--- config.mk ---
export PLATFORM = sky130hd
export DESIGN_NAME = ad_avg_filter
export DESIGN_NICKNAME = d
export VERILOG_FILES = /design/src/rtl/ad_pkg.sv /design/src/rtl/ad_avg_ram.sv /design/src/rtl/ad_avg_filter.sv
export SDC_FILE = /design/constraint.sdc
export NUM_CORES = 1
export LEC_CHECK = 0
export CORE_ASPECT_RATIO = 1.4
export CORE_UTILIZATION = 35
export CTS_CLUSTER_DIAMETER = 60
export CTS_CLUSTER_SIZE = 30
export DETAILED_ROUTE_END_ITERATION = 16
export PLACE_DENSITY = 0.57
export SLEW_MARGIN = 25
export SYNTH_ARGS = -nofsm -noshare
export SYNTH_HDL_FRONTEND = slang
export SYNTH_HIERARCHICAL = 1
export SYNTH_SLANG_ARGS = --single-unit
export TNS_END_PERCENT = 100
--- constraint.sdc ---
create_clock -name clk -period 5 [get_ports clk]
set_input_delay 1 -clock clk [delete_from_list [all_inputs] [get_ports clk]]
set_output_delay 1 -clock clk [all_outputs]
set_load 0.02 [all_outputs]
--- src/rtl/ad_pkg.sv ---
// Shared definitions for the serial ADC block and its downstream consumers.
package ad_pkg;

  localparam int AD_DATA_W = 8;

  typedef enum logic [0:0] {
    AD_AVG_FILL = 1'b0,
    AD_AVG_RUN  = 1'b1
  } ad_avg_state_e;

endpackage

--- src/rtl/ad_avg_ram.sv ---
// Sample window storage: synchronous write, asynchronous read of the same slot,
// so the oldest sample is visible in the cycle it gets overwritten.
module ad_avg_ram #(
  parameter int DATA_W = 8,
  parameter int LOG2_N = 3
) (
  input  logic              clk_i,
  input  logic              we_i,
  input  logic [LOG2_N-1:0] addr_i,
  input  logic [DATA_W-1:0] wdata_i,
  output logic [DATA_W-1:0] rdata_o
);

  logic [DATA_W-1:0] mem [2**LOG2_N];

  always_ff @(posedge clk_i) begin
    if (we_i) begin
      mem[addr_i] <= wdata_i;
    end
  end

  assign rdata_o = mem[addr_i];

endmodule

--- src/rtl/ad_avg_filter.sv ---
// Boxcar average over the last 2^LOG2_N ADC conversions with a valid strobe
// and a hysteretic threshold alarm.
module ad_avg_filter
  import ad_pkg::*;
#(
  parameter int DATA_W = AD_DATA_W,
  parameter int LOG2_N = 3
) (
  input  logic              clk,
  input  logic              rst,
  input  logic              isdone,
  input  logic [DATA_W-1:0] data,
  input  logic [DATA_W-1:0] thr_hi,
  input  logic [DATA_W-1:0] thr_lo,
  output logic [DATA_W-1:0] avg,
  output logic              avg_valid,
  output logic              alarm,
  output logic              filled
);

  localparam int SUM_W = DATA_W + LOG2_N;
  localparam int CNT_W = LOG2_N + 1;
  localparam logic [CNT_W-1:0] CNT_LAST = CNT_W'((1 << LOG2_N) - 1);

  ad_avg_state_e     state_q, state_d;
  logic              isdone_q;
  logic [CNT_W-1:0]  cnt_q, cnt_d;
  logic [LOG2_N-1:0] wrPtr_q, wrPtr_d;
  logic [SUM_W-1:0]  sum_q, sum_d;
  logic              pend_q, pend_d;
  logic [DATA_W-1:0] avg_q, avg_d;
  logic              avgValid_q, avgValid_d;
  logic              alarm_q, alarm_d;
  logic              filled_q, filled_d;
  logic [DATA_W-1:0] oldest;
  logic [DATA_W-1:0] avgNew;
  logic              take;
  logic              ramWe;

  assign take = isdone & ~isdone_q;

  ad_avg_ram #(
    .DATA_W(DATA_W),
    .LOG2_N(LOG2_N)
  ) u_ram (
    .clk_i  (clk),
    .we_i   (ramWe),
    .addr_i (wrPtr_q),
    .wdata_i(data),
    .rdata_o(oldest)
  );

  // Accumulator and window bookkeeping; pend marks a take that completes a window.
  always_comb begin
    state_d = state_q;
    cnt_d   = cnt_q;
    wrPtr_d = wrPtr_q;
    sum_d   = sum_q;
    pend_d  = 1'b0;
    ramWe   = 1'b0;
    if (take) begin
      ramWe   = 1'b1;
      wrPtr_d = wrPtr_q + LOG2_N'(1);
      unique case (state_q)
        AD_AVG_FILL: begin
          sum_d = sum_q + SUM_W'(data);
          cnt_d = cnt_q + CNT_W'(1);
          if (cnt_q == CNT_LAST) begin
            state_d = AD_AVG_RUN;
            pend_d  = 1'b1;
          end
        end
        AD_AVG_RUN: begin
          sum_d  = sum_q + SUM_W'(data) - SUM_W'(oldest);
          pend_d = 1'b1;
        end
        default: ;
      endcase
    end
  end

  assign avgNew = sum_q[SUM_W-1:LOG2_N];

  // Output stage one edge after the take; set beats clear when thresholds cross.
  always_comb begin
    avg_d      = avg_q;
    avgValid_d = pend_q;
    alarm_d    = alarm_q;
    filled_d   = filled_q;
    if (pend_q) begin
      avg_d    = avgNew;
      filled_d = 1'b1;
      if (avgNew > thr_hi) begin
        alarm_d = 1'b1;
      end else if (avgNew < thr_lo) begin
        alarm_d = 1'b0;
      end
    end
  end

  // isdone_q resets high so a level held across reset release is not taken.
  always_ff @(posedge clk) begin
    if (rst) begin
      state_q    <= AD_AVG_FILL;
      isdone_q   <= 1'b1;
      cnt_q      <= '0;
      wrPtr_q    <= '0;
      sum_q      <= '0;
      pend_q     <= 1'b0;
      avg_q      <= '0;
      avgValid_q <= 1'b0;
      alarm_q    <= 1'b0;
      filled_q   <= 1'b0;
    end else begin
      state_q    <= state_d;
      isdone_q   <= isdone;
      cnt_q      <= cnt_d;
      wrPtr_q    <= wrPtr_d;
      sum_q      <= sum_d;
      pend_q     <= pend_d;
      avg_q      <= avg_d;
      avgValid_q <= avgValid_d;
      alarm_q    <= alarm_d;
      filled_q   <= filled_d;
    end
  end

  assign avg       = avg_q;
  assign avg_valid = avgValid_q;
  assign alarm     = alarm_q;
  assign filled    = filled_q;

endmodule
=== After elaboration in Yosys (flattened, before gate mapping) ===
Memory sizes are Yosys's and may differ from the RTL's. A register that Yosys moved wholly into a read port is not among the register bits.
Cells that the tools add are included.

* Bits in registers: 32
* Memory bits (writable): 64
* Bits of input ports: 27
* Output and inout port bits: 11
* Word-level logic and storage cells: 37
* Memories kept: 1

{| class="wikitable"
|+ Memory list
! name !! depth !! bits a word !! rd ports !! clocked after memory_dff !! wr ports !! RTL line !! source
|-
| u_ram.mem || 8 || 8 || 1 || 1 || 1 || ad_avg_ram.sv:14 || <nowiki>logic [DATA_W-1:0] mem [2**LOG2_N];</nowiki>
|}

* $add $sub $neg: 4
* Order comparisons: 2
* Equality and inequality tests: 1
* Mux-type cells: 11
* Bitwise operators: 4
* Reductions and logical operators: 4

{| class="wikitable"
|+ Operators with widths
! kind !! number
|-
| case mux 11 bit (2 select lines) || 1
|-
| adder 11 x 8 -> 11 bit || 1
|-
| subtractor 11 x 8 -> 11 bit || 1
|-
| > comparator 8 bit || 1
|-
| less-than comparator 8 bit || 1
|-
| two-way mux 1 bit || 7
|-
| two-way mux 3 bit || 2
|-
| adder 4 x 1 -> 4 bit, second input constant || 1
|-
| == test 4 x 3 -> 1 bit, second input constant || 1
|-
| AND reduction 2 bit || 2
|-
| adder 3 x 1 -> 3 bit, second input constant || 1
|-
| inverter 1 bit || 3
|-
| case mux 1 bit (2 select lines) || 1
|-
| nonzero test 2 bit || 1
|-
| OR reduction 2 bit || 1
|-
| AND 1 bit || 1
|}

=== Depth between registers and ports, before layout ===
Gate-level depths: netlist (run 1).

* Word-level depth: 5
* Depth in mapped cells: 16
* Mapped depth without buffers: 16

=== Modules after synthesis ===
Netlist (run 1), hierarchy kept.

{| class="wikitable"
|+ Modules (own cells, without submodules)
! module !! times used !! cells each !! area each (um2) !! sequential area each (um2)
|-
| ad_avg_ram || 1 || 121 || 2,555.0 || 1,921.8
|-
| ad_avg_filter || 1 || 302 || 2,468.6 || 640.6
|}

=== Least setup slack after synthesis (run 1) ===
Ideal clock, no wire load.

* Path type: input-to-reg
* Start point: input data[0]
* End point: register sum_q[9]
* Setup time: 0.121 ns
* Arrival: 3.871 ns
* Required time: 4.879 ns
* Path slack: 1.008 ns
* Stages on the path: 15
* Buffers on the path: 0
* Cell sequence: ha_1 inv_1 fa_1 nor2b_1 o31a_1 o21a_1 nor2_1 xnor2_1 ha_1 a21o_1 o21ai_0 o21ai_2 nor3b_1 or3_1 mux2_4

* Longest elaborated chain between the ends: 3

{| class="wikitable"
|+ RTL lines
! item !! RTL line !! source
|-
| from (decl) || ad_avg_filter.sv:12 || <nowiki>input logic [DATA_W-1:0] data,</nowiki>
|-
| adder 11 x 8 -> 11 bit (*) || ad_avg_filter.sv:66, ad_avg_filter.sv:74 ||
|-
| subtractor 11 x 8 -> 11 bit || ad_avg_filter.sv:74 || <nowiki>sum_d = sum_q + SUM_W'(data) - SUM_W'(oldest);</nowiki>
|-
| case mux 11 bit (2 select lines) (*) || ad_avg_filter.sv:64 || <nowiki>unique case (state_q)</nowiki>
|-
| to (signal assigned) || ad_avg_filter.sv:119 || <nowiki>sum_q <= sum_d;</nowiki>
|-
| to (decl) || ad_avg_filter.sv:29 || <nowiki>logic [SUM_W-1:0] sum_q, sum_d;</nowiki>
|}

Every way passes the cells marked *; elsewhere a longest branch is shown, timed or not.
A chain may end at the register's enable or synchronous reset.

=== Worst setup path in the final report (run 1) ===
* Start point: input data[2]
* End point: register sum_q[9]

The elaborated chain is that of the path after synthesis.

==> out/metrics.yaml, run 1 <==
run_status:
  status: "complete, no violations"
global_route:
  grt_max_degree: 33
  track_usage_pct: 15.2
  grt_pass1_wl_um: 16800
  overflow: 0
  grt_pass1_vias: 3265
  antenna_found_initial: 0
placement:
  dp_cells: 639
  gp_congestion: 0.880
  portBuffers: 37
  place_area_um2: 5610
  hpwl_um: 7590
logic_synthesis:
  synth_enable_flop_cells: 64
  synth_cell_type_count: 61
  synth_warnings: 6
  avgSynthCellArea_um2: 11.9
  netlist_area_um2: 5020
  ys_ff_latch: 96
  syn_nets: 487
  synthTopCellsByArea: "edfxtp_1 38%, dfxtp_1 13%, ha_1 8.7%"
  async_reset_ff_share_pct: 0
  yosysSeqAreaShare_pct: 51.0
  synthCells: 423
  synth_area_leader_cell: "edfxtp_1"
  synth_flop_cell: "edfxtp_1"
  yosys.area.top_type_share_pct: 38.3
  yosysMostFrequentCell: "edfxtp_1"
  synth.top_cells.by_count: "64 x edfxtp_1, 41 x nor2_1, 35 x ha_1, 35 x inv_1, 32 x dfxtp_1"
final_layout:
  instances_no_fill: 655
  finalInstanceArea_um2: 5920
  drive_gt1_share_pct: 10.9
  area_growth_syn_to_layout_pct: 17.8
  nets: 529
  diodes: 0
timing:
  rsz0062_at_grt: "false"
  slew_violations: 0
  period_minus_slack_ps: 4400
  fin_setup_tns_ps: 0
  clock.fmax_mhz: 227
  skew_ps: 9.09
  max_slew.worst_pin.slew_ps: 988
  fin_crit_sh_pct: 88.0
  setup_viol: 0
  relSlewSlack_pct: 33.9
  hold_violations: 0
  holdWs_ps: 472
clocking:
  ctsResizeCount: 0
  cts_buffers: 9
  cts_tree: "yes"
  max-clock-path-buffers: 2
  post_cts_buffers: 0
  cts_htree_levels: 3
  root_buffer: "clkbuf_16"
  clk_pin_slew_ps: 70
  clk_latency_ps: 350
  hold_buffers: 0
  clkSinkCount: 96
die:
  die_h_um: 144
  dieArea_um2: 14800
  coreArea_um2: 14000
  initial_utilization_pct: 35.9
  rows: 51
  dieWidth_um: 103
  io-pin-count: 38
worst_setup_path:
  cp.arrival_ps: 4630
  cp.required_ps: 5230
  worst-setup-path-type: "in2reg"
  cp_max_fo: 9
  crit_buf_inv: 1
  end_kind: "flip-flop"
  cpLargestDelayFamily: "compound AO/OA/AOI/OAI gates"
  cp-start-kind: "input pin"
  worst_path_max_delay_cell: "clkdlybuf4s50_1"
  r2r_setup_slack_ps: 1230
  cp_cell_sequence: "clkdlybuf4s50_1, ha_1, nor2b_1, o31a_1, o21a_1, nor2_1, xnor2_1, ha_1, a21o_1, o21ai_0, o21ai_2, nor3b_1, or3_1, mux2_4"
  slowest_delay_ps: 560
  cp_common_cell: "ha_1"
route:
  drt-initial-drc-count: 176
  drc: 0
  ant_nets: 0
  vias: 3324
  wire_per_inst_um: 15.7
  first_pass_iters: 6
  viasPerCell: 5.07
  routed_wl_um: 10300
power:
  switchingPower_mw: 0.444
  p_sw_share_pct: 24.6
  peakVddDrop_v: 0.000132
  p_leak_nw: 2.23
  p_comb_share_pct: 12.7
  intPower_mw: 1.36
  power_frac_clock_pct: 39.5
  power_frac_seq_pct: 47.9
  p_per_area_nw_per_um2: 305
job:
  maxCapViolCount: 0
min_path:
  hold_class: "reg2reg"
==> layout by cell type (no fill, tap or decap), types with 9 or more instances in the layout <==
cell / instances
edfxtp_1: 64
nor2_1: 41
clkdlybuf4s50_1: 37
inv_1: 35
ha_1: 35
dfxtp_1: 32
nand2_1: 26
a21oi_1: 18
o21ai_0: 17
mux2i_1: 12
xnor2_1: 10
a21o_1: 9
clkbuf_16: 9
buf_4: 9
==> final timing paths <==
kind,endpoint,start,cells past startpoint
setup reg to reg,sum_q[10]$_SDFFE_PP0P_,wrPtr_q[1]$_SDFFE_PP0P_,12
setup / recovery,sum_q[9]$_SDFFE_PP0P_,data[2],14
hold / removal,sum_q[2]$_SDFFE_PP0P_,sum_q[2]$_SDFFE_PP0P_,2
hold reg to reg,sum_q[2]$_SDFFE_PP0P_,sum_q[2]$_SDFFE_PP0P_,2
==> per-layer routing <==
metal	part of all wire [%]	vias up	GRT usage [%]	routed length [um]
met5	0	-	0	0
met3	3.3	24	3.26	339
met4	3.7	0	7.19	379
met2	51	74	26.1	5220
met1	42	1588	17.7	4360
li1	-	1638	-	-
==> sequential cells by signal, indices dropped and copies added, names as in the netlist <==
signal,cells
u_ram/mem,64
sum_q,11
avg,8
cnt_q,4
wrPtr_q,3
alarm,1
avgValid_d,1
avg_valid,1
filled,1
isdone_q,1
state_q,1
==> worst min-delay path, stage by stage (launching register included) <==
cell,delay [ps]
dfxtp_1,320
nand2_1,60
a21oi_1,50
==> power groups by stage <==
stage	Combinational, mW	Sequential, mW	Clock (mW)
final	0.229	0.862	0.711
after global routing	0.257	0.864	0.765
after CTS	0.230	0.863	0.736
after detailed placement	0.228	0.881	0
after global placement	0.224	0.881	0
after floorplan	0.167	0.875	0
==> cells by family (layout without fill, tap and decap cells) <==
kind of cell	count (synthesis)	in the layout	synth area share, %
AO/OA/AOI/OAI	84	84	11.7
XOR/XNOR	13	13	2.27
adder cells (fa/ha/maj)	37	37	9.51
buffers and inverters	52	99	4.43
flip-flops	96	96	51.0
multiplexers	35	35	11.1
AND/OR/NAND/NOR	106	106	9.99
==> stage by stage <==
| stage | total power, mW | util [%] | setup WS (ps) |
|---|---|---|---|
| final | 1.80 | 42.3 | 600 |
| after global routing | 1.89 | 42.3 | 352 |
| after CTS | 1.83 | 42.3 | 597 |
| after detailed placement | 1.11 | 40.1 | 240 |
| after global placement | 1.10 | 40.1 | 318 |
| after floorplan | 1.04 | - | 1010 |
==> area by class of cell <==
type	count	area [um^2]
repair buffers	46	438
multi-input cells	275	2240
clock buffers	9	225
flip-flops and latches	96	2560
well taps	185	231
fillers	1305	8060
clock inverters	7	83.8
inverters	37	139
Power figures use the tool's default switching activity.
==> run 2: changes to the inputs <==
Settings changed: PLACE_DENSITY 0.57 to 0.53.
==> run 2 against run 1 <==
Net effect: via count grew 1.5%; clock power shrank 2%; clock skew shrank 1.2 ps; flip-flop and latch count is the same; cell count shrank 0.31%; critical path depth grew 2; sequential power is essentially flat; sequential share of layout area grew 0.17 points; wire length grew 3.5%; critical endpoint unchanged; largest cell class unchanged.
==> out/metrics.yaml, run 2 (synthesis gave the netlist of run 1 again) <==
clocking:
  post_cts_buffers: 0  # unchanged
  clk_latency_ps: 340  # about the same
  clk_pin_slew_ps: 70  # about the same
  cts_buffers: 9  # unchanged
  cts_htree_levels: 3  # unchanged
  root_buffer: "clkbuf_16"
  hold_buffers: 0  # unchanged
  cts_tree: "yes"
  clkSinkCount: 96  # unchanged
  ctsResizeCount: 0  # unchanged
  max-clock-path-buffers: 2  # unchanged
final_layout:
  instances_no_fill: 653  # -0.31%
  finalInstanceArea_um2: 5890  # -0.40%
  regArea_um2: 2560  # unchanged
  fill_cells: 1282  # -1.8%
  multi_input_area_um2: 2240  # +0.22%
  area_growth_syn_to_layout_pct: 17.3
  drive_gt1_share_pct: 10.9  # +0.046 points
  largest_reg_flops: 64  # unchanged
  nets: 527  # -0.38%
  diodes: 0  # unchanged
  mostFrequentLayoutCells: "64 x edfxtp_1, 41 x nor2_1, 36 x clkdlybuf4s50_1"
  top_register: "u_ram/mem"
  fin_util_pct: 42.2  # -0.17 points
  layout_commonest_cell: "edfxtp_1"
route:
  drt-initial-drc-count: 113  # -36%
  ant_nets: 0  # unchanged
  routed_wl_um: 10700  # +3.5%
  wire_per_inst_um: 16.3  # +3.9%
  viasPerCell: 5.17  # +1.8%
  first_pass_iters: 4  # -2
  drc: 0  # unchanged
  vias: 3375  # +1.5%
worst_setup_path:
  cp.arrival_ps: 4690  # +60 ps
  end_kind: "flip-flop"
  cp-startpoint: "data[0]"
  cp.required_ps: 5230  # about the same
  reg2reg_depth: 12  # unchanged
  r2r_setup_slack_ps: 1210  # -20 ps
  cp_common_cell: "ha_1"
  worst_path_max_delay_cell: "clkdlybuf4s50_1"
  cp_max_fo: 4  # -5
  critical_path_depth: 16  # +2
  worst-setup-path-type: "in2reg"
  r2r-start: "wrPtr_q[0]$_SDFFE_PP0P_"
  crit_buf_inv: 2  # +1
  slowest_delay_ps: 480  # -80 ps
  cp-start-kind: "input pin"
  cpLargestDelayFamily: "compound AO/OA/AOI/OAI gates"
  timing.rr.end: "sum_q[9]$_SDFFE_PP0P_"
  cp_cell_sequence: "clkdlybuf4s50_1, ha_1, inv_1, fa_1, nor2b_1, o31a_1, o21a_1, nor2_1, xnor2_1, ha_1, a21o_1, o21ai_0, o21ai_2, nor3b_1, or3_1, mux2_4"
  crit_end: "sum_q[9]$_SDFFE_PP0P_"
timing:
  setup_viol: 0  # unchanged
  clock.fmax_mhz: 224  # -1.3%
  fin_crit_sh_pct: 89.2  # +1.2 points
  fin_ws_ps: 540  # -60.0 ps
  period_minus_slack_ps: 4460  # +60.0 ps
  rsz0062_at_grt: "false"
  hold_violations: 0  # unchanged
  holdWs_ps: 467  # -4.69 ps
  skew_ps: 7.89  # -1.19 ps
  fin_setup_tns_ps: 0  # unchanged
  max_slew.worst_pin.slew_ps: 983  # -5.17 ps
  slew_violations: 0  # unchanged
  relSlewSlack_pct: 34.3  # +0.35 points
min_path:
  hold_class: "reg2reg"
die:
  rows: 51  # unchanged
  dieWidth_um: 103  # unchanged
  initial_utilization_pct: 35.9  # unchanged
  die_h_um: 144  # unchanged
  dieArea_um2: 14800  # unchanged
  coreArea_um2: 14000  # unchanged
  io-pin-count: 38  # unchanged
power:
  peakVddDrop_v: 0.000165  # +25%
  p_per_area_nw_per_um2: 304  # -0.26%
  total_power_mw: 1.79  # -0.66%
  p_leak_nw: 2.23  # -0.33%
placement:
  gp_congestion: 0.863  # -1.9%
  place_ws_ps: 180  # -59.8 ps
  hpwl_um: 7810  # +2.9%
  dp_cells: 637  # -0.31%
  portBuffers: 37  # unchanged
  place_area_um2: 5590  # -0.27%
global_route:
  antenna_found_initial: 0  # unchanged
  overflow: 0  # unchanged
  grt_pass1_wl_um: 16800  # +0.37%
  grt_max_degree: 33  # unchanged
  grt_pass1_vias: 3235  # -0.92%
  track_usage_pct: 15.5  # +0.29 points
job:
  maxCapViolCount: 0  # unchanged
run_status:
  status: "complete, no violations"
## run 2: changes by cell type in the layout (fill, tap and decap cells not counted), sizes merged
cell           previous run  this run
buf                       9         8
clkdlybuf4s50            37        36
## run 2: tightest hold or removal path: cells and delay by family (launching register included)
family,cells,cell delay [ps]
AOI/OAI and AO/OA,1,50
DFF,1,320
and+or+nand+nor,1,50
## run 2: final cells by class
cell class,instances,share of cell area (%)
sequential,96,43.5
multi-input combinational,275,38.1
timing repair buffer,44,7.09
tap,185,3.93
clock buffer,9,3.82
inverter,37,2.36
clock inverter,7,1.27
## run 2: worst min path at each step
stage | startpoint | to | slack (ps) | depth (start not counted)
after floorplan | avgValid_d$_SDFF_PP0_ | avg_valid$_SDFF_PP0_ | 420 | 2
after global placement | sum_q[2]$_SDFFE_PP0P_ | sum_q[2]$_SDFFE_PP0P_ | 450 | 2
after detailed placement | sum_q[2]$_SDFFE_PP0P_ | sum_q[2]$_SDFFE_PP0P_ | 450 | 2
after CTS | sum_q[2]$_SDFFE_PP0P_ | sum_q[2]$_SDFFE_PP0P_ | 470 | 2
after global routing | sum_q[2]$_SDFFE_PP0P_ | sum_q[2]$_SDFFE_PP0P_ | 490 | 2
final | sum_q[2]$_SDFFE_PP0P_ | sum_q[2]$_SDFFE_PP0P_ | 470 | 2
## run 2: report_power, final
part           leakage [nW]  total (mW)  switching [mW]  internal, mW
sequential            0.836       0.863         0.00999         0.853
combinational          1.24       0.229           0.123         0.106
clock                 0.151       0.699           0.305         0.393
## run 2: routing by layer
| metal | part of all wire (%) | track usage, % | up-vias |
|---|---|---|---|
| met4 | 3.0 | 7.34 | 0 |
| met2 | 52 | 27.0 | 60 |
| met3 | 2.6 | 2.53 | 22 |
| met5 | 0 | 0 | - |
| met1 | 43 | 18.2 | 1662 |
| li1 | - | - | 1631 |
==> run 3: changes to the inputs <==
Settings changed: SETUP_SLACK_MARGIN set to 0.5.
==> run 3 against run 2 <==
Net effect: count of clock-buffer cells in the layout did not move; clock power is essentially flat; register-to-register slack about the same; design area is 0.79% higher; via count about the same; largest power group unchanged; critical path depth did not move; utilization up 0.33 points; clock skew barely moved; power is 0.15% higher; largest cell class unchanged; fmax up 2.8%; cell count rose by 0.31%.
==> out/metrics.yaml, run 3 (synthesis gave the netlist of run 1 again) <==
run_status:
  status: "complete, no violations"
power:
  peakVddDrop_v: 0.000165  # about the same
  p_per_area_nw_per_um2: 302  # -0.63%
  power_frac_clock_pct: 38.9  # about the same
  intPower_mw: 1.35  # +0.21%
  p_leak_nw: 2.25  # +1.0%
  power_frac_seq_pct: 48.1  # about the same
  p_sw_share_pct: 24.4  # -0.045 points
  switchingPower_mw: 0.438  # about the same
  total_power_mw: 1.79  # +0.15%
  p_comb_share_pct: 13.0  # +0.2 points
route:
  first_pass_iters: 4  # unchanged
  drc: 0  # unchanged
  drt-initial-drc-count: 106  # -6.2%
  routed_wl_um: 10700  # unchanged
  vias: 3376  # +0.030%
  viasPerCell: 5.15  # -0.28%
  wire_per_inst_um: 16.3  # -0.31%
  ant_nets: 0  # unchanged
clocking:
  hold_buffers: 0  # unchanged
  clkSinkCount: 96  # unchanged
  cts_buffers: 9  # unchanged
  max-clock-path-buffers: 2  # unchanged
  cts_htree_levels: 3  # unchanged
  root_buffer: "clkbuf_16"
  clk_latency_ps: 340  # about the same
  clk_pin_slew_ps: 70  # about the same
  cts_tree: "yes"
timing:
  slew_violations: 0  # unchanged
  hold_violations: 0  # unchanged
  max_slew.worst_pin.slew_ps: 972  # -10.2 ps
  rsz0062_at_grt: "false"
  period_minus_slack_ps: 4340  # -121 ps
  fin_setup_tns_ps: 0  # unchanged
  clock.fmax_mhz: 230  # +2.8%
  fin_crit_sh_pct: 86.8  # -2.4 points
  skew_ps: 7.62  # -0.272 ps
  relSlewSlack_pct: 34.9  # +0.68 points
  setup_viol: 0  # unchanged
final_layout:
  diodes: 0  # unchanged
  mostFrequentLayoutCells: "64 x edfxtp_1, 41 x nor2_1, 35 x inv_1, 35 x clkdlybuf4s50_1, 33 x ha_1"
  layout_commonest_cell: "edfxtp_1"
  fill_cells: 1277  # -0.39%
  finalInstanceArea_um2: 5940  # +0.79%
  nets: 529  # +0.38%
  top_register: "u_ram/mem"
  area_growth_syn_to_layout_pct: 18.3
  drive_gt1_share_pct: 12.3  # +1.4 points
  largest_reg_flops: 64  # unchanged
placement:
  hpwl_um: 7810  # unchanged
  gp_congestion: 0.863  # unchanged
  place_area_um2: 5590  # unchanged
  portBuffers: 37  # unchanged
global_route:
  grt_max_degree: 33  # unchanged
  antenna_found_initial: 0  # unchanged
  track_usage_pct: 15.5  # unchanged
  grt_pass1_vias: 3235  # unchanged
  grt_pass1_wl_um: 16800  # unchanged
  overflow: 0  # unchanged
worst_setup_path:
  worst-setup-path-type: "in2reg"
  end_kind: "flip-flop"
  cp-start-kind: "input pin"
  cp.required_ps: 5230  # about the same
  cp.arrival_ps: 4570  # -120 ps
  cp_max_fo: 4  # unchanged
die:
  rows: 51  # unchanged
  io-pin-count: 38  # unchanged
  coreArea_um2: 14000  # unchanged
  die_h_um: 144  # unchanged
  dieArea_um2: 14800  # unchanged
  dieWidth_um: 103  # unchanged
  initial_utilization_pct: 35.9  # unchanged
job:
  maxCapViolCount: 0  # unchanged
min_path:
  hold_class: "reg2reg"
==> run 3: final cells by class <==
cell class | count | area, um^2 | share of cell area [%]
Sequential cell | 96 | 2560 | 43.1
Clock inverter | 7 | 75.1 | 1.26
Inverter | 37 | 139 | 2.34
Multi-Input combinational cell | 275 | 2270 | 38.2
Timing Repair Buffer | 46 | 435 | 7.33
Tap cell | 185 | 231 | 3.90
Clock buffer | 9 | 225 | 3.79
==> run 3: worst max-delay path: stages <==
cell,delay [ps]
clkdlybuf4s50_1,480
ha_2,190
inv_1,50
fa_2,380
nor2b_4,140
o31a_1,190
o21a_1,130
nor2_1,50
xnor2_1,240
ha_1,320
a21o_1,250
o21ai_1,210
o21ai_2,100
nor3b_1,130
or3_1,400
mux2_4,300
==> run 3: power by group through the flow <==
stage	logic (mW)	registers (mW)	clock network (mW)
CTS	0.230	0.863	0.718
global route	0.258	0.864	0.748
detailed placement	0.228	0.881	0
finish	0.233	0.863	0.697
global placement	0.223	0.881	0
floorplan	0.167	0.875	0
==> run 3: per-stage QoR <==
| step | worst slack, ps | hold WS, ps | std cells | util [%] |
|---|---|---|---|---|
| floorplan | 1010 | 424 | 423 | - |
| global placement | 293 | 450 | 637 | 40.1 |
| detailed placement | 180 | 455 | 637 | 40.0 |
| CTS | 535 | 469 | 653 | 42.2 |
| global route | 510 | 491 | 655 | 42.5 |
| finish | 661 | 468 | 655 | 42.5 |
==> run 3: worst paths after layout <==
kind | from | end | slack (ps) | cells past startpoint
max | data[0] | sum_q[9]$_SDFFE_PP0P_ | 660 | 16
min | filled$_SDFFE_PP0P_ | filled$_SDFFE_PP0P_ | 470 | 2
max reg2reg | wrPtr_q[1]$_SDFFE_PP0P_ | sum_q[10]$_SDFFE_PP0P_ | 1210 | 12
min reg2reg | filled$_SDFFE_PP0P_ | filled$_SDFFE_PP0P_ | 470 | 2
==> run 3: layer usage <==
layer	share of wire (%)	up-vias	GRT usage, %
li1	-	1636	-
met1	42	1661	18.2
met2	52	59	27.0
met3	2.7	20	2.53
met4	2.8	0	7.34
met5	0	-	0
==> run 3: timing repair <==
| item | CTS | global route |
|---|---|---|
| resized for setup | 0 | 9 |
| buffers inserted | 0 | 2 |
| endpoints found under the setup margin | 0 | 2 |
